==> src/rtl/vram_blit.sv <==
// vram_blit: rectangle FILL/COPY engine that is the sole master on the SRAM controller's VRAM port.
// Optional: define VRAM_BLIT_COLORKEY_EN to skip COPY writes of pixels equal to cmd_color.
module vram_blit #(
   parameter int ADDR_W    = 20,
   parameter int DIM_W     = 10,
   parameter int ROW_PITCH = 640,
   parameter int TIMEOUT   = 255
) (
   input  logic              clk_50mhz,
   input  logic              rst_n,
   input  logic              cmd_valid,
   output logic              cmd_ready,
   input  logic              cmd_op,
   input  logic [ADDR_W-1:0] cmd_src,
   input  logic [ADDR_W-1:0] cmd_dst,
   input  logic [DIM_W-1:0]  cmd_w,
   input  logic [DIM_W-1:0]  cmd_h,
   input  logic [15:0]       cmd_color,
   output logic              busy,
   output logic              done,
   output logic              err,
   output logic              v_stb,
   output logic              v_we,
   output logic [ADDR_W-1:0] v_addra,
   output logic [47:0]       v_dina,
   input  logic [47:0]       v_douta,
   input  logic              v_ACK
);
   // state  | meaning
   // IDLE   | waiting for a command, cmd_ready=1
   // RD     | read transaction at src_ptr (v_stb high)
   // GAP_R  | v_stb low after read accept
   // WR     | write transaction at dst_ptr (v_stb high)
   // GAP_W  | v_stb low after write accept, pointers advance
   // DONE   | one-cycle done (and err on timeout) pulse
   typedef enum logic [2:0] {S_IDLE, S_RD, S_GAP_R, S_WR, S_GAP_W, S_DONE} state_t;

   localparam int TO_W = (TIMEOUT > 1) ? $clog2(TIMEOUT) : 1;

   state_t            state_q, state_d;
   logic              op_q, op_d;
   logic [15:0]       color_q, color_d;
   logic [DIM_W-1:0]  w_q, w_d, h_q, h_d, x_q, x_d, y_q, y_d;
   logic [ADDR_W-1:0] src_row_q, src_row_d, dst_row_q, dst_row_d;
   logic [ADDR_W-1:0] src_ptr_q, src_ptr_d, dst_ptr_q, dst_ptr_d;
   logic [15:0]       pixel_q, pixel_d;
   logic [TO_W-1:0]   cnt_q, cnt_d;
   logic              err_q, err_d;
   logic              v_stb_q, v_stb_d, v_we_q, v_we_d;
   logic [ADDR_W-1:0] v_addra_q, v_addra_d;
   logic [47:0]       v_dina_q, v_dina_d;
   logic              accept, timeout, do_adv;
   logic              unused_douta;

   assign unused_douta = ^v_douta[47:16];

   // The controller flags ready spuriously in the first strobe cycle, so cnt_q==0 masks v_ACK.
   assign accept  = v_stb_q && (cnt_q != '0) && v_ACK;
   assign timeout = v_stb_q && !accept && (cnt_q == TO_W'(TIMEOUT - 1));
   assign cnt_d   = (v_stb_q && !accept && !timeout) ? cnt_q + TO_W'(1) : '0;

   always_ff @(posedge clk_50mhz or negedge rst_n) begin
      if (!rst_n) begin
         state_q   <= S_IDLE;
         op_q      <= 1'b0;
         color_q   <= '0;
         w_q       <= '0;
         h_q       <= '0;
         x_q       <= '0;
         y_q       <= '0;
         src_row_q <= '0;
         dst_row_q <= '0;
         src_ptr_q <= '0;
         dst_ptr_q <= '0;
         pixel_q   <= '0;
         cnt_q     <= '0;
         err_q     <= 1'b0;
         v_stb_q   <= 1'b0;
         v_we_q    <= 1'b0;
         v_addra_q <= '0;
         v_dina_q  <= '0;
      end else begin
         state_q   <= state_d;
         op_q      <= op_d;
         color_q   <= color_d;
         w_q       <= w_d;
         h_q       <= h_d;
         x_q       <= x_d;
         y_q       <= y_d;
         src_row_q <= src_row_d;
         dst_row_q <= dst_row_d;
         src_ptr_q <= src_ptr_d;
         dst_ptr_q <= dst_ptr_d;
         pixel_q   <= pixel_d;
         cnt_q     <= cnt_d;
         err_q     <= err_d;
         v_stb_q   <= v_stb_d;
         v_we_q    <= v_we_d;
         v_addra_q <= v_addra_d;
         v_dina_q  <= v_dina_d;
      end
   end

   always_comb begin
      state_d   = state_q;
      op_d      = op_q;
      color_d   = color_q;
      w_d       = w_q;
      h_d       = h_q;
      x_d       = x_q;
      y_d       = y_q;
      src_row_d = src_row_q;
      dst_row_d = dst_row_q;
      src_ptr_d = src_ptr_q;
      dst_ptr_d = dst_ptr_q;
      pixel_d   = pixel_q;
      err_d     = err_q;
      do_adv    = 1'b0;
      case (state_q)
         S_IDLE: begin
            if (cmd_valid) begin
               op_d      = cmd_op;
               color_d   = cmd_color;
               w_d       = cmd_w;
               h_d       = cmd_h;
               x_d       = '0;
               y_d       = '0;
               src_row_d = cmd_src;
               src_ptr_d = cmd_src;
               dst_row_d = cmd_dst;
               dst_ptr_d = cmd_dst;
               err_d     = 1'b0;
               if (cmd_w == '0 || cmd_h == '0) state_d = S_DONE;
               else state_d = cmd_op ? S_RD : S_WR;
            end
         end
         S_RD: begin
            if (accept) begin
               pixel_d = v_douta[15:0];
               state_d = S_GAP_R;
            end else if (timeout) begin
               err_d   = 1'b1;
               state_d = S_DONE;
            end
         end
         S_GAP_R: begin
`ifdef VRAM_BLIT_COLORKEY_EN
            if (pixel_q == color_q) do_adv = 1'b1;
            else state_d = S_WR;
`else
            state_d = S_WR;
`endif
         end
         S_WR: begin
            if (accept) begin
               state_d = S_GAP_W;
            end else if (timeout) begin
               err_d   = 1'b1;
               state_d = S_DONE;
            end
         end
         S_GAP_W: do_adv = 1'b1;
         S_DONE:  state_d = S_IDLE;
         default: state_d = S_IDLE;
      endcase

      if (do_adv) begin
         if (x_q != w_q - DIM_W'(1)) begin
            x_d       = x_q + DIM_W'(1);
            src_ptr_d = src_ptr_q + ADDR_W'(1);
            dst_ptr_d = dst_ptr_q + ADDR_W'(1);
            state_d   = op_q ? S_RD : S_WR;
         end else if (y_q != h_q - DIM_W'(1)) begin
            x_d       = '0;
            y_d       = y_q + DIM_W'(1);
            src_row_d = src_row_q + ADDR_W'(ROW_PITCH);
            dst_row_d = dst_row_q + ADDR_W'(ROW_PITCH);
            src_ptr_d = src_row_d;
            dst_ptr_d = dst_row_d;
            state_d   = op_q ? S_RD : S_WR;
         end else begin
            state_d = S_DONE;
         end
      end
   end

   // Bus outputs are registered from the next state so they stay frozen while a transfer waits.
   always_comb begin
      v_stb_d   = (state_d == S_RD) || (state_d == S_WR);
      v_we_d    = (state_d == S_WR);
      v_addra_d = v_addra_q;
      v_dina_d  = v_dina_q;
      if (state_d == S_RD) begin
         v_addra_d = src_ptr_d;
      end else if (state_d == S_WR) begin
         v_addra_d = dst_ptr_d;
         v_dina_d  = {32'h0, (op_d ? pixel_d : color_d)};
      end
   end

   assign cmd_ready = (state_q == S_IDLE);
   assign busy      = (state_q != S_IDLE);
   assign done      = (state_q == S_DONE);
   assign err       = (state_q == S_DONE) && err_q;
   assign v_stb     = v_stb_q;
   assign v_we      = v_we_q;
   assign v_addra   = v_addra_q;
   assign v_dina    = v_dina_q;
endmodule
==> config.mk <==
export PLATFORM = sky130hd
export DESIGN_NAME = vram_blit
export DESIGN_NICKNAME = d
export VERILOG_FILES = /design/src/rtl/vram_blit.sv
export SDC_FILE = /design/constraint.sdc
export NUM_CORES = 1
export LEC_CHECK = 0
export ABC_CLOCK_PERIOD_IN_PS = 4900
export CAP_MARGIN = 20
export CORE_UTILIZATION = 49
export DETAILED_ROUTE_END_ITERATION = 6
export HOLD_SLACK_MARGIN = 0.08
export PLACE_DENSITY = 0.77
export RECOVER_POWER = 100
export SLEW_MARGIN = 20
export SYNTH_ARGS = -nofsm -noshare
export SYNTH_HDL_FRONTEND = slang
export SYNTH_SLANG_ARGS = --single-unit
==> constraint.sdc <==
create_clock -name clk_50mhz -period 4.9 [get_ports clk_50mhz]
set_clock_uncertainty 0.15 [all_clocks]
set_input_delay 1.47 -clock clk_50mhz [delete_from_list [all_inputs] [get_ports clk_50mhz]]
set_output_delay 1.47 -clock clk_50mhz [all_outputs]
set_load 0.005 [all_outputs]
# ---- After elaboration in Yosys (flattened, before gate mapping)
# Index checks and enable logic that the tools add are counted.
dict set report classes {
  shifts 0
  reduce_logical 21
  n_addsub 9
  n_lt_le_gt_ge 0
  n_bitwise 1
  n_mul 0
  muxes 56
  n_eq_ne 13
  n_div 0
}
# cell n
set op_table {}
lappend op_table {{$mux W20} 22}
lappend op_table {{$mux W10} 10}
lappend op_table {{$mux W16} 5}
lappend op_table {{$add A20 B1 Y20 const B} 2}
lappend op_table {{$add A20 B10 Y20 const B} 2}
lappend op_table {{$mux W3} 8}
lappend op_table {{$add A10 B1 Y10 const B} 2}
lappend op_table {{$logic_not A10 Y1} 2}
lappend op_table {{$ne A10 B10 Y1} 2}
lappend op_table {{$sub A10 B1 Y10 const B} 2}
lappend op_table {{$pmux W3 S5} 1}
lappend op_table {{$eq A3 B2 Y1 const B} 3}
lappend op_table {{$add A8 B1 Y8 const B} 1}
lappend op_table {{$eq A8 B8 Y1 const B} 1}
lappend op_table {{$mux W8} 1}
lappend op_table {{$reduce_bool A8 Y1} 1}
lappend op_table {{$eq A3 B1 Y1 const B} 2}
lappend op_table {{$eq A3 B3 Y1 const B} 2}
lappend op_table {{$logic_and A1 B1 Y1} 6}
lappend op_table {{$mux W1} 6}
lappend op_table {{$mux W2} 2}
lappend op_table {{$ne A2 B2 Y1 const B} 2}
lappend op_table {{$reduce_and A2 Y1} 2}
lappend op_table {{$reduce_and A4 Y1} 1}
lappend op_table {{other kinds (9)} 12}
dict set report word_totals {
  out_inout_bits 74
  romBits 0
  reg_bits 203
  wordCells 118
  n_memories 0
  inputBits 129
  latchBits 0
  ram_bits 0
}

# ---- Depth between registers and ports, before layout
# Gate-level depths: netlist of run 1.
dict set report logic_depth {
  word_depth 13
  mapped_depth 13
  depth_no_buf 11
}

# ---- Worst setup path before layout of run 1
# OpenSTA, ideal clock, no wires.
dict set report synth_path {
  kind {input port to flip-flop}
  start {input port v_ACK}
  end {register v_dina_q[10] (netlist: v_dina[10])}
  arrival_ns 3.246
  path_buffers 1
  path_slack_ns 1.378
  stages 8
  setup_ns 0.126
  required_time_ns 4.624
  path_cell_list {nand2_1 -> a31oi_1 -> nand2_1 -> nor2_1 -> clkbuf_1 -> mux2_2 -> o21ai_0 -> mux2i_1}
}
dict set report synth_via {
  word_cells_on_any_way 16
  cone_classes {eq/ne (2); mux (8); bitwise (1); reduce/logical (5)}
}
# element line_no
set synth_rtl {}
lappend synth_rtl {{start: declaration} 27} ;# input logic v_ACK
lappend synth_rtl {{$logic_and A1 B1 Y1} 58} ;# assign accept = v_stb_q && (cnt_q != '0) && v_ACK;
lappend synth_rtl {{$mux W16} 138} ;# if (accept) begin
lappend synth_rtl {{$mux W16} 119} ;# case (state_q)
lappend synth_rtl {{via pixel_d[10]} 46} ;# logic [15:0] pixel_q, pixel_d;
lappend synth_rtl {{$mux W16} 197} ;# v_dina_d = {32'h0, (op_d ? pixel_d : color_d)};
lappend synth_rtl {{end signal: assignment} 100} ;# v_dina_q <= v_dina_d;
lappend synth_rtl {{end: declaration} 51} ;# logic [47:0] v_dina_q, v_dina_d;
# The timed path passes the listed nets, and every way through them passes these cells.
# A chain may end at the register's enable or synchronous reset.

# ---- Worst setup path after layout of run 1
dict set report layout_path {
  start {input port cmd_h[5]}
  end {register v_dina_q[6] (netlist: v_dina[6])}
}
dict set report layout_via {
  elab_chain_cells 9
  word_cells_on_any_way 10
  cone_classes {eq/ne (2); mux (4); bitwise (1); reduce/logical (3)}
}
# element line_no
set layout_rtl {}
lappend layout_rtl {{start: declaration} 17} ;# input logic [DIM_W-1:0] cmd_h,
lappend layout_rtl {{$logic_not A10 Y1 *} 133} ;# if (cmd_w == '0 || cmd_h == '0) state_d = S_DONE;
lappend layout_rtl {{$logic_or A1 B1 Y1 *} 133}
lappend layout_rtl {{$mux W3 *} 133}
lappend layout_rtl {{$mux W3 *} 121} ;# if (cmd_valid) begin
lappend layout_rtl {{$pmux W3 S5 *} 119}
lappend layout_rtl {{$mux W3 *} 167} ;# if (do_adv) begin
lappend layout_rtl {{$eq A3 B1 Y1} 193} ;# if (state_d == S_RD) begin
lappend layout_rtl {{$not A1 Y1 (no source line)} n/a}
lappend layout_rtl {{$reduce_and A2 Y1 (no source line) *} n/a}
# Every way passes the cells marked *; elsewhere a longest branch is shown, timed or not.

==> impl_metrics.yaml, run 1 <==
sta:
  setup_tns_ps: 0
  rsz0062_at_grt: "no"
  maxSlewHeadroom: -0.652
  period_needed_ps: 4290
  setup_viol: 0
  period_share: 0.876
  hold_violations: 0
  fmax_mhz: 233
  tightest_slew_ps: 2480
  drv_slew: 94
clocking:
  cts_resized: 0
  path_clk_slew_ps: 60
  cts-buffers-inserted: 23
  cts-root-buf: "clkbuf_16"
  htreeDepth: 1
  clk_path_buf_depth: 3
  tritoncts: "built"
  postCtsSetupBuffers: 0
  cts_hold_repair.buffers: 0
  cts.sinks: 203
  insertion_delay_ps: 510
synthesis:
  synthCells: 1276
  avgSynthCellArea_sq_um: 9.01
  ys.flop_type: "dfrtp_1"
  ys_ff_latch: 203
  ys_types: 79
  ys_async_sr_fraction: 1.00
  ys_warn_count: 0
  yosysSeqAreaShare: 0.442
  syn_area_sq_mm: 0.0115
  synth_edf_count: 0
final_layout:
  multiInputGateArea_sq_mm: 0.00585
  area_delta_synth_final_pct: 21.0
  num-nets-final: 1550
  seq_area_sq_mm: 0.00508
  fill_cells: 1951
  drive_gt1_frac: 0.0631
  fin_area_sq_mm: 0.0139
  final_util: 0.608
  antenna_cells: 0
worst_setup_path:
  crit_fanout: 20
  worstRegToRegCells: 10
  cp-endpoint: "v_dina[6]"
  start_kind: "primary input"
  required_ps: 5160
  cp.arrival_ps: 4550
  worstSetupPathType: "primary input to flop"
  timing.rr.start: "h_q[3]"
  cp-end-kind: "flop"
  cp-startpoint: "cmd_h[5]"
  rr_endpoint: "v_dina[6]"
  r2r_slack_ps: 620
power:
  ir_drop_v: 0.000371
  p_int_uw: 5180
  power.density_mw_per_mm2: 624
  p_sw_frac: 0.403
  clock_power_share: 0.205
  combPwrFrac: 0.424
  p_leak_uw: 0.00632
  power_frac_seq: 0.371
  switchingPower_uw: 3500
  finalPower_uw: 8680
detailed_routing:
  ant_nets: 0
  wl_per_cell_microns: 18.5
  drc_errors: 8
  vias: 10300
  drt-total-wl_microns: 32200
  drt_pass1_iterations: 7
  drtIter0Drc: 925
  vias_per_cell: 5.93
placed_design:
  dpl_cell_area_sq_mm: 0.0132
  port_buffers: 138
  gp_congestion: 0.906
  dp_hpwl_microns: 22300
global_route:
  overflow: 0
  first_global_vias: 10100
  groute.usage.overall: 0.272
  grt_max_degree: 95
  grt_pass1_wl_microns: 52000
  antenna_found_initial: 0
run_status:
  violations: "DRC, capacitance limit, slew limit"
  status: "finished with violations"
hold_path:
  whs_path_depth: 2
  hold_start: "color_q[2]"
  hold_class: "flop to flop"
die:
  dieArea_sq_mm: 0.0241
  fp.coreArea_sq_mm: 0.0228
  io_pins: 203
  rows: 55
  die_x_microns: 155
  start_util: 0.503
  die_h_microns: 155
job:
  maxCapViolCount: 1
layout by cell type, fill, tap and decap left out, types with 19 or more instances in the layout:
master / instances
a21oi_1: 35
and3_1: 33
clkbuf_16: 23
clkdlybuf4s50_1: 93
conb_1: 32
dfrtp_1: 203
dlygate4sd3_1: 44
inv_1: 53
mux2i_1: 23
nand2_1: 233
nand3_1: 53
nand4_1: 21
nor2_1: 69
nor3_1: 19
o21ai_0: 86
xnor2_1: 32
xor2_1: 35
logic make-up after synthesis:
group                      count (synthesis)  share of synthesized area
xor gates and xnor gates                  67                     0.0511
other                                      1                   0.000326
and+or+nand+nor                          503                      0.207
adders and majority gates                 12                     0.0128
AOI/OAI and AO/OA                        309                      0.191
muxes                                     39                     0.0357
buffers and inverters                    142                     0.0601
DFF                                      203                      0.442
worst min path at each step:
stage	to
after CTS	color_q[3]
after global placement	src_row_q[5]
after detailed placement	color_q[3]
after global routing	color_q[8]
final	color_q[2]
after floorplan	color_q[15]
stage by stage:
step | instances | setup WS, ps | hold slack, ps
after floorplan | 1307 | 1380 | 290
after detailed placement | 1698 | 316 | 307
after global placement | 1698 | 352 | 302
final | 1739 | 609 | 319
after global routing | 1739 | 336 | 344
after CTS | 1739 | 791 | 323
power groups by stage:
stage               logic, uW  registers, uW  clock network [uW]
floorplan                2590           3020                   0
finish                   3680           3220                1780
CTS                      3790           3210                1810
detailed placement       3760           3220                   0
global route             4070           3320                1880
global placement         3620           3190                   0
sequential cells by signal (all words and copies together) (netlist names):
signal,count
v_we,1
h_q,10
v_dina,16
src_row_q,20
v_stb,1
v_addra,20
dst_ptr_q,20
err_q,1
y_q,10
color_q,16
op_q,1
pixel_q,16
dst_row_q,20
w_q,10
x_q,10
state_q,3
src_ptr_q,20
cnt_q,8
cell usage after synthesis, types with 8 or more instances:
library cell  instances  share of area
a2111oi_0            10         0.0076
a211o_1              16          0.012
a211oi_1             16          0.010
a21boi_0             10         0.0065
a21o_1                9         0.0059
a21oi_1              36          0.016
a31oi_1              10         0.0054
and2_1               11         0.0060
and3_1               33          0.018
buf_1                 8         0.0026
buf_2                18         0.0078
buf_4                34          0.022
clkbuf_1             28         0.0091
dfrtp_1             203           0.44
ha_1                 11          0.012
inv_1                52          0.017
mux2_2               16          0.016
mux2i_1              23          0.020
nand2_1             234          0.076
nand3_1              53          0.023
nand4_1              21          0.011
nor2_1               69          0.023
nor3_1               19         0.0083
nor3b_1               8         0.0052
o2111a_1              9         0.0088
o211ai_1             16          0.010
o21ai_0              85          0.037
o31ai_1              15         0.0098
or3_1                 9         0.0049
xnor2_1              32          0.024
xor2_1               35          0.027
critical path, stage by stage:
cell and delay [ps]:
clkdlybuf4s50_1 410, or4_1 510, nor4_1 340, buf_4 190, a31oi_1 80, nand3_1 150
a31o_2 170, o21a_2 160, inv_1 340, nand2_1 250, buf_12 210, mux2i_1 240
per-layer routing:
metal  wire [microns]  track usage  vias up
met5                0            0        -
met4              993       0.0985        0
met3             2690       0.0560       90
met2            15000        0.451      464
met1            13500        0.351     4975
li1                 -            -     4781
cell type report:
class                      instances  area share
clock inverter                    14      0.0115
tap                              313      0.0282
sequential                       203       0.365
inverter                          53      0.0143
timing repair buffer             167       0.115
clock buffer                      27      0.0446
multi-input combinational        962       0.421
No activity file was read; power rests on OpenSTA's default activity.
==> run 2: changes to the inputs <==
--- a/config.mk
+++ b/config.mk
@@ -11,7 +11,6 @@
 export DETAILED_ROUTE_END_ITERATION = 6
 export HOLD_SLACK_MARGIN = 0.08
 export PLACE_DENSITY = 0.77
-export RECOVER_POWER = 100
 export SLEW_MARGIN = 20
 export SYNTH_ARGS = -nofsm -noshare
 export SYNTH_HDL_FRONTEND = slang
==> run 2 against run 1 <==
The run now ends clean; sequential cell count unchanged; setup slack better by 120 ps; hold slack better by 0.89 ps; routed wire length up 0.67%; global-route usage unchanged; sequential power about the same; clock power about the same; cell count unchanged; critical path type is now flop to flop.
==> impl_metrics.yaml, run 2 (synthesis gave the netlist of run 1 again) <==
sta:
  tightest_slew_ps: 1090
  period_needed_ps: 4170
  fmax_mhz: 240
  rsz0062_at_grt: "no"
  setup_tns_ps: 0
  drv_slew: 0
  maxSlewHeadroom: 0.265
  period_share: 0.851
  hold_violations: 0
  setup_viol: 0
worst_setup_path:
  slowest_delay_ps: 840
  crit_fanout: 6
  cp-end-kind: "flop"
  crit_slowest_cell: "a2111oi_0"
  required_ps: 5120
  cp_cell_sequence: "inv_1 -> ha_1 -> and2_1 -> a211o_1 -> a21oi_1 -> or2_0 -> nor4_2 -> a221o_1 -> a2111oi_0 -> o31ai_1"
  r2r_slack_ps: 730
  start_kind: "flop"
  worstSetupPathType: "flop to flop"
  cp.arrival_ps: 4390
final_layout:
  antenna_cells: 0
  seq_area_sq_mm: 0.00508
  drive_gt1_frac: 0.0806
  num-nets-final: 1550
  final_common_cell: "nand2_1"
  area_delta_synth_final_pct: 21.6
  mostFrequentLayoutCells: "nand2_1 (233), dfrtp_1 (203), clkdlybuf4s50_1 (137)"
  fill_cells: 1933
  fin_area_sq_mm: 0.0140
  multiInputGateArea_sq_mm: 0.00588
detailed_routing:
  drt-total-wl_microns: 32500
  drc_errors: 0
  vias: 10200
  wl_per_cell_microns: 18.7
  drtIter0Drc: 833
  vias_per_cell: 5.87
  drt_pass1_iterations: 7
  ant_nets: 0
power:
  ir_drop_v: 0.000394
  p_int_uw: 5290
  switchingPower_uw: 3540
  p_sw_frac: 0.401
  combPwrFrac: 0.431
  power.density_mw_per_mm2: 631
  p_leak_uw: 0.00632
  power_frac_seq: 0.365
  clock_power_share: 0.203
clocking:
  path_clk_slew_ps: 60
  cts-buffers-inserted: 23
  postCtsSetupBuffers: 0
  cts-root-buf: "clkbuf_16"
  htreeDepth: 1
  cts_resized: 0
  cts.sinks: 203
  clk_path_buf_depth: 3
  insertion_delay_ps: 510
  cts_hold_repair.buffers: 0
  tritoncts: "built"
global_route:
  grt_max_degree: 95
  antenna_found_initial: 0
  grt_pass1_wl_microns: 52000
  overflow: 0
  first_global_vias: 10100
  groute.usage.overall: 0.272
die:
  fp.coreArea_sq_mm: 0.0228
  rows: 55
  dieArea_sq_mm: 0.0241
  die_x_microns: 155
  start_util: 0.503
  die_h_microns: 155
  io_pins: 203
job:
  maxCapViolCount: 0
run_status:
  status: "completed"
placed_design:
  dpl_cell_area_sq_mm: 0.0132
  port_buffers: 138
  gp_congestion: 0.906
  dp_hpwl_microns: 22300
hold_path:
  hold_class: "flop to flop"
==> run 2: cell count changes in the layout (fill, tap and decap cells not counted), moves of 3 or more <==
cell | previous run | this run
dlygate4sd3_1 | 44 | 0
clkdlybuf4s50_1 | 93 | 137
clkbuf_1 | 11 | 1
clkbuf_2 | 3 | 0
buf_4 | 13 | 25
mux2_1 | 11 | 0
mux2_2 | 5 | 16
==> run 2: final timing paths <==
path / start / endpoint / depth (start not counted)
worst min register to register: color_q[2] / color_q[2] / 2
min in group asynchronous: rst_n / dst_row_q[19] / 1
max in group asynchronous: rst_n / w_q[7] / 2
worst min-delay path: color_q[2] / color_q[2] / 2
worst max register to register: w_q[0] / v_addra[16] / 10
worst max-delay path: w_q[0] / v_addra[16] / 10
==> run 2: critical path: cells and delay by family, from the launching register on <==
family	cells	cell delay [ps]
compound gates	5	2020
fa+ha+maj	1	290
buf+inv	1	90
flops	1	470
simple gates	3	1020
==> run 2: layer usage <==
layer	track usage	routed length (microns)	vias up
li1	-	-	4774
met1	0.351	13600	4949
met2	0.451	15100	427
met3	0.0560	2820	64
met4	0.0985	934	0
met5	0	0	-
==> run 2: stage by stage <==
stage	total power [uW]	hold slack, ps	worst slack [ps]	util	std cells
3_5_place_dp	6980	307	316	0.578	1698
3_3_place_gp	6810	302	352	0.578	1698
5_1_grt	9400	344	538	0.612	1739
4_1_cts	8810	323	791	0.612	1739
6_report	8830	320	729	0.612	1739
2_1_floorplan	5610	290	1380	-	1307
==> run 2: area by class of cell <==
type                    instances  area share
clock buffers                  27      0.0444
clock inverters                14      0.0115
inverters                      53      0.0142
multi-input cells             962       0.420
flip-flops and latches        203       0.363
well taps                     313      0.0280
repair buffers                167       0.118
==> run 2: power by group through the flow <==
stage               Combinational (uW)  Clock, uW  Sequential (uW)
finish                            3810       1800             3230
floorplan                         2590          0             3020
global route                      4190       1880             3330
global placement                  3620          0             3190
detailed placement                3760          0             3220
CTS                               3790       1810             3210
==> run 3: changes to the inputs <==
--- a/config.mk
+++ b/config.mk
@@ -5,13 +5,12 @@
 export SDC_FILE = /design/constraint.sdc
 export NUM_CORES = 1
 export LEC_CHECK = 0
-export ABC_CLOCK_PERIOD_IN_PS = 4900
 export CAP_MARGIN = 20
+export CORE_MARGIN = 8
 export CORE_UTILIZATION = 49
 export DETAILED_ROUTE_END_ITERATION = 6
 export HOLD_SLACK_MARGIN = 0.08
 export PLACE_DENSITY = 0.77
-export SLEW_MARGIN = 20
 export SYNTH_ARGS = -nofsm -noshare
 export SYNTH_HDL_FRONTEND = slang
 export SYNTH_SLANG_ARGS = --single-unit
==> run 3 against run 2 <==
Non-clock buffer count is 2 higher; global-route usage is 4.1 points lower; critical endpoint is now v_addra[10]; largest cell class unchanged; total power is 1.2% higher; die area is 19% higher; highest routed layer unchanged; first-iteration DRC count is 13% higher.
==> impl_metrics.yaml, run 3 (synthesis gave the netlist of run 1 again) <==
detailed_routing:
  wl_per_cell_microns: 19.0
  wl_met2_microns: 15100
  routed.top_layer: "met4"
  drt-total-wl_microns: 33100
  vias: 10200
  drtIter0Drc: 942
  drc_errors: 0
  met1_length_microns: 13800
  drt_pass1_iterations: 7
  vias_per_cell: 5.83
  ant_nets: 0
  met3_length_microns: 3160
worst_setup_path:
  cp.arrival_ps: 4380
  worstSetupPathDepth: 12
  start_kind: "flop"
  crit_slowest_cell: "a2111oi_0"
  crit_fanout: 25
  worstRegToRegCells: 12
  worstSetupPathType: "flop to flop"
  cp_common_cell: "buf_4"
  cp-end-kind: "flop"
  r2r_slack_ps: 750
  slowest_delay_ps: 610
  required_ps: 5130
  cp_cell_sequence: "inv_1 -> ha_1 -> xnor2_1 -> nor2_1 -> a211oi_1 -> o2111ai_1 -> o2111ai_4 -> buf_4 -> buf_4 -> o21ai_0 -> a2111oi_0 -> o31ai_1"
  worst-path-buf-inv: 3
  cp_top_family: "compound AO/OA/AOI/OAI gates"
die:
  fp.coreArea_sq_mm: 0.0233
  start_util: 0.494
  rows: 56
  die_x_microns: 169
  die_h_microns: 169
  io_pins: 203
  dieArea_sq_mm: 0.0286
final_layout:
  area_delta_synth_final_pct: 22.7
  antenna_cells: 0
  final_util: 0.606
  seq_area_sq_mm: 0.00508
  fill_cells: 2025
  mostFrequentLayoutCells: "nand2_1 (233), dfrtp_1 (203), clkdlybuf4s50_1 (137)"
  drive_gt1_frac: 0.0818
  num-nets-final: 1553
  multiInputGateArea_sq_mm: 0.00588
  final_common_cell: "nand2_1"
placed_design:
  dp_hpwl_microns: 23200
  port_buffers: 138
  post-place-ws_ps: 385
  gp_congestion: 0.905
clocking:
  cts-root-buf: "clkbuf_16"
  insertion_delay_ps: 550
  tritoncts: "built"
  path_clk_slew_ps: 60
  clk_path_buf_depth: 3
  cts-buffers-inserted: 24
  cts_resized: 0
  postCtsSetupBuffers: 0
  htreeDepth: 1
  cts_hold_repair.buffers: 0
  cts.sinks: 203
power:
  ir_drop_v: 0.000413
  power.density_mw_per_mm2: 634
  p_leak_uw: 0.00637
sta:
  rsz0062_at_grt: "no"
  period_needed_ps: 4150
  fmax_mhz: 241
  drv_slew: 0
  setup_tns_ps: 0
  fin_ws_ps: 748
  period_share: 0.847
  maxSlewHeadroom: 0.407
  hold_violations: 0
  tightest_slew_ps: 867
  setup_viol: 0
hold_path:
  hold_class: "flop to flop"
  whs_path_depth: 2
global_route:
  antenna_found_initial: 0
  overflow: 0
  groute.usage.overall: 0.231
  grt_max_degree: 104
  first_global_vias: 10300
  grt_pass1_wl_microns: 54000
job:
  maxCapViolCount: 0
run_status:
  status: "completed"
==> run 3: path summary, 6_finish.rpt <==
path,start,endpoint
max,h_q[0],v_addra[10]
min,color_q[4],color_q[4]
max reg2reg,h_q[0],v_addra[10]
min reg2reg,color_q[4],color_q[4]
max in group asynchronous,rst_n,err_q
min in group asynchronous,rst_n,dst_row_q[19]
==> run 3: routing by layer <==
metal / GRT usage / vias up
met5: 0 / -
met4: 0.0785 / 0
met3: 0.0616 / 74
met2: 0.371 / 441
met1: 0.298 / 4906
li1: - / 4780
==> run 3: worst min-delay path, delay by kind of cell (launching register included) <==
kind | cells | cell delay (ps)
AND/OR/NAND/NOR | 2 | 120
flip-flops | 1 | 320
==> run 3: layout make-up <==
type                       instances  share of cell area
multi-input combinational        962               0.417
sequential                       203               0.360
timing repair buffer             169               0.120
clock buffer                      30              0.0463
tap                              319              0.0283
clock inverter                    13              0.0144
inverter                          53              0.0141
==> run 3: through the flow <==
step | cell area (sq um) | cells | power [uW] | hold slack [ps]
2_1_floorplan | 11600 | 1307 | 5610 | 290
3_3_place_gp | 13200 | 1706 | 6840 | 302
3_5_place_dp | 13200 | 1706 | 6990 | 306
4_1_cts | 14100 | 1749 | 8950 | 323
5_1_grt | 14100 | 1749 | 9560 | 350
6_report | 14100 | 1749 | 8940 | 320
==> run 3: power breakdown <==
group / leakage [uW] / switching [uW] / internal, uW / total (uW)
clock network: 0.000413 / 747 / 1160 / 1910
registers: 0.00252 / 763 / 2460 / 3220
logic: 0.00344 / 2030 / 1780 / 3800
total: 0.00637 / 3540 / 5400 / 8940
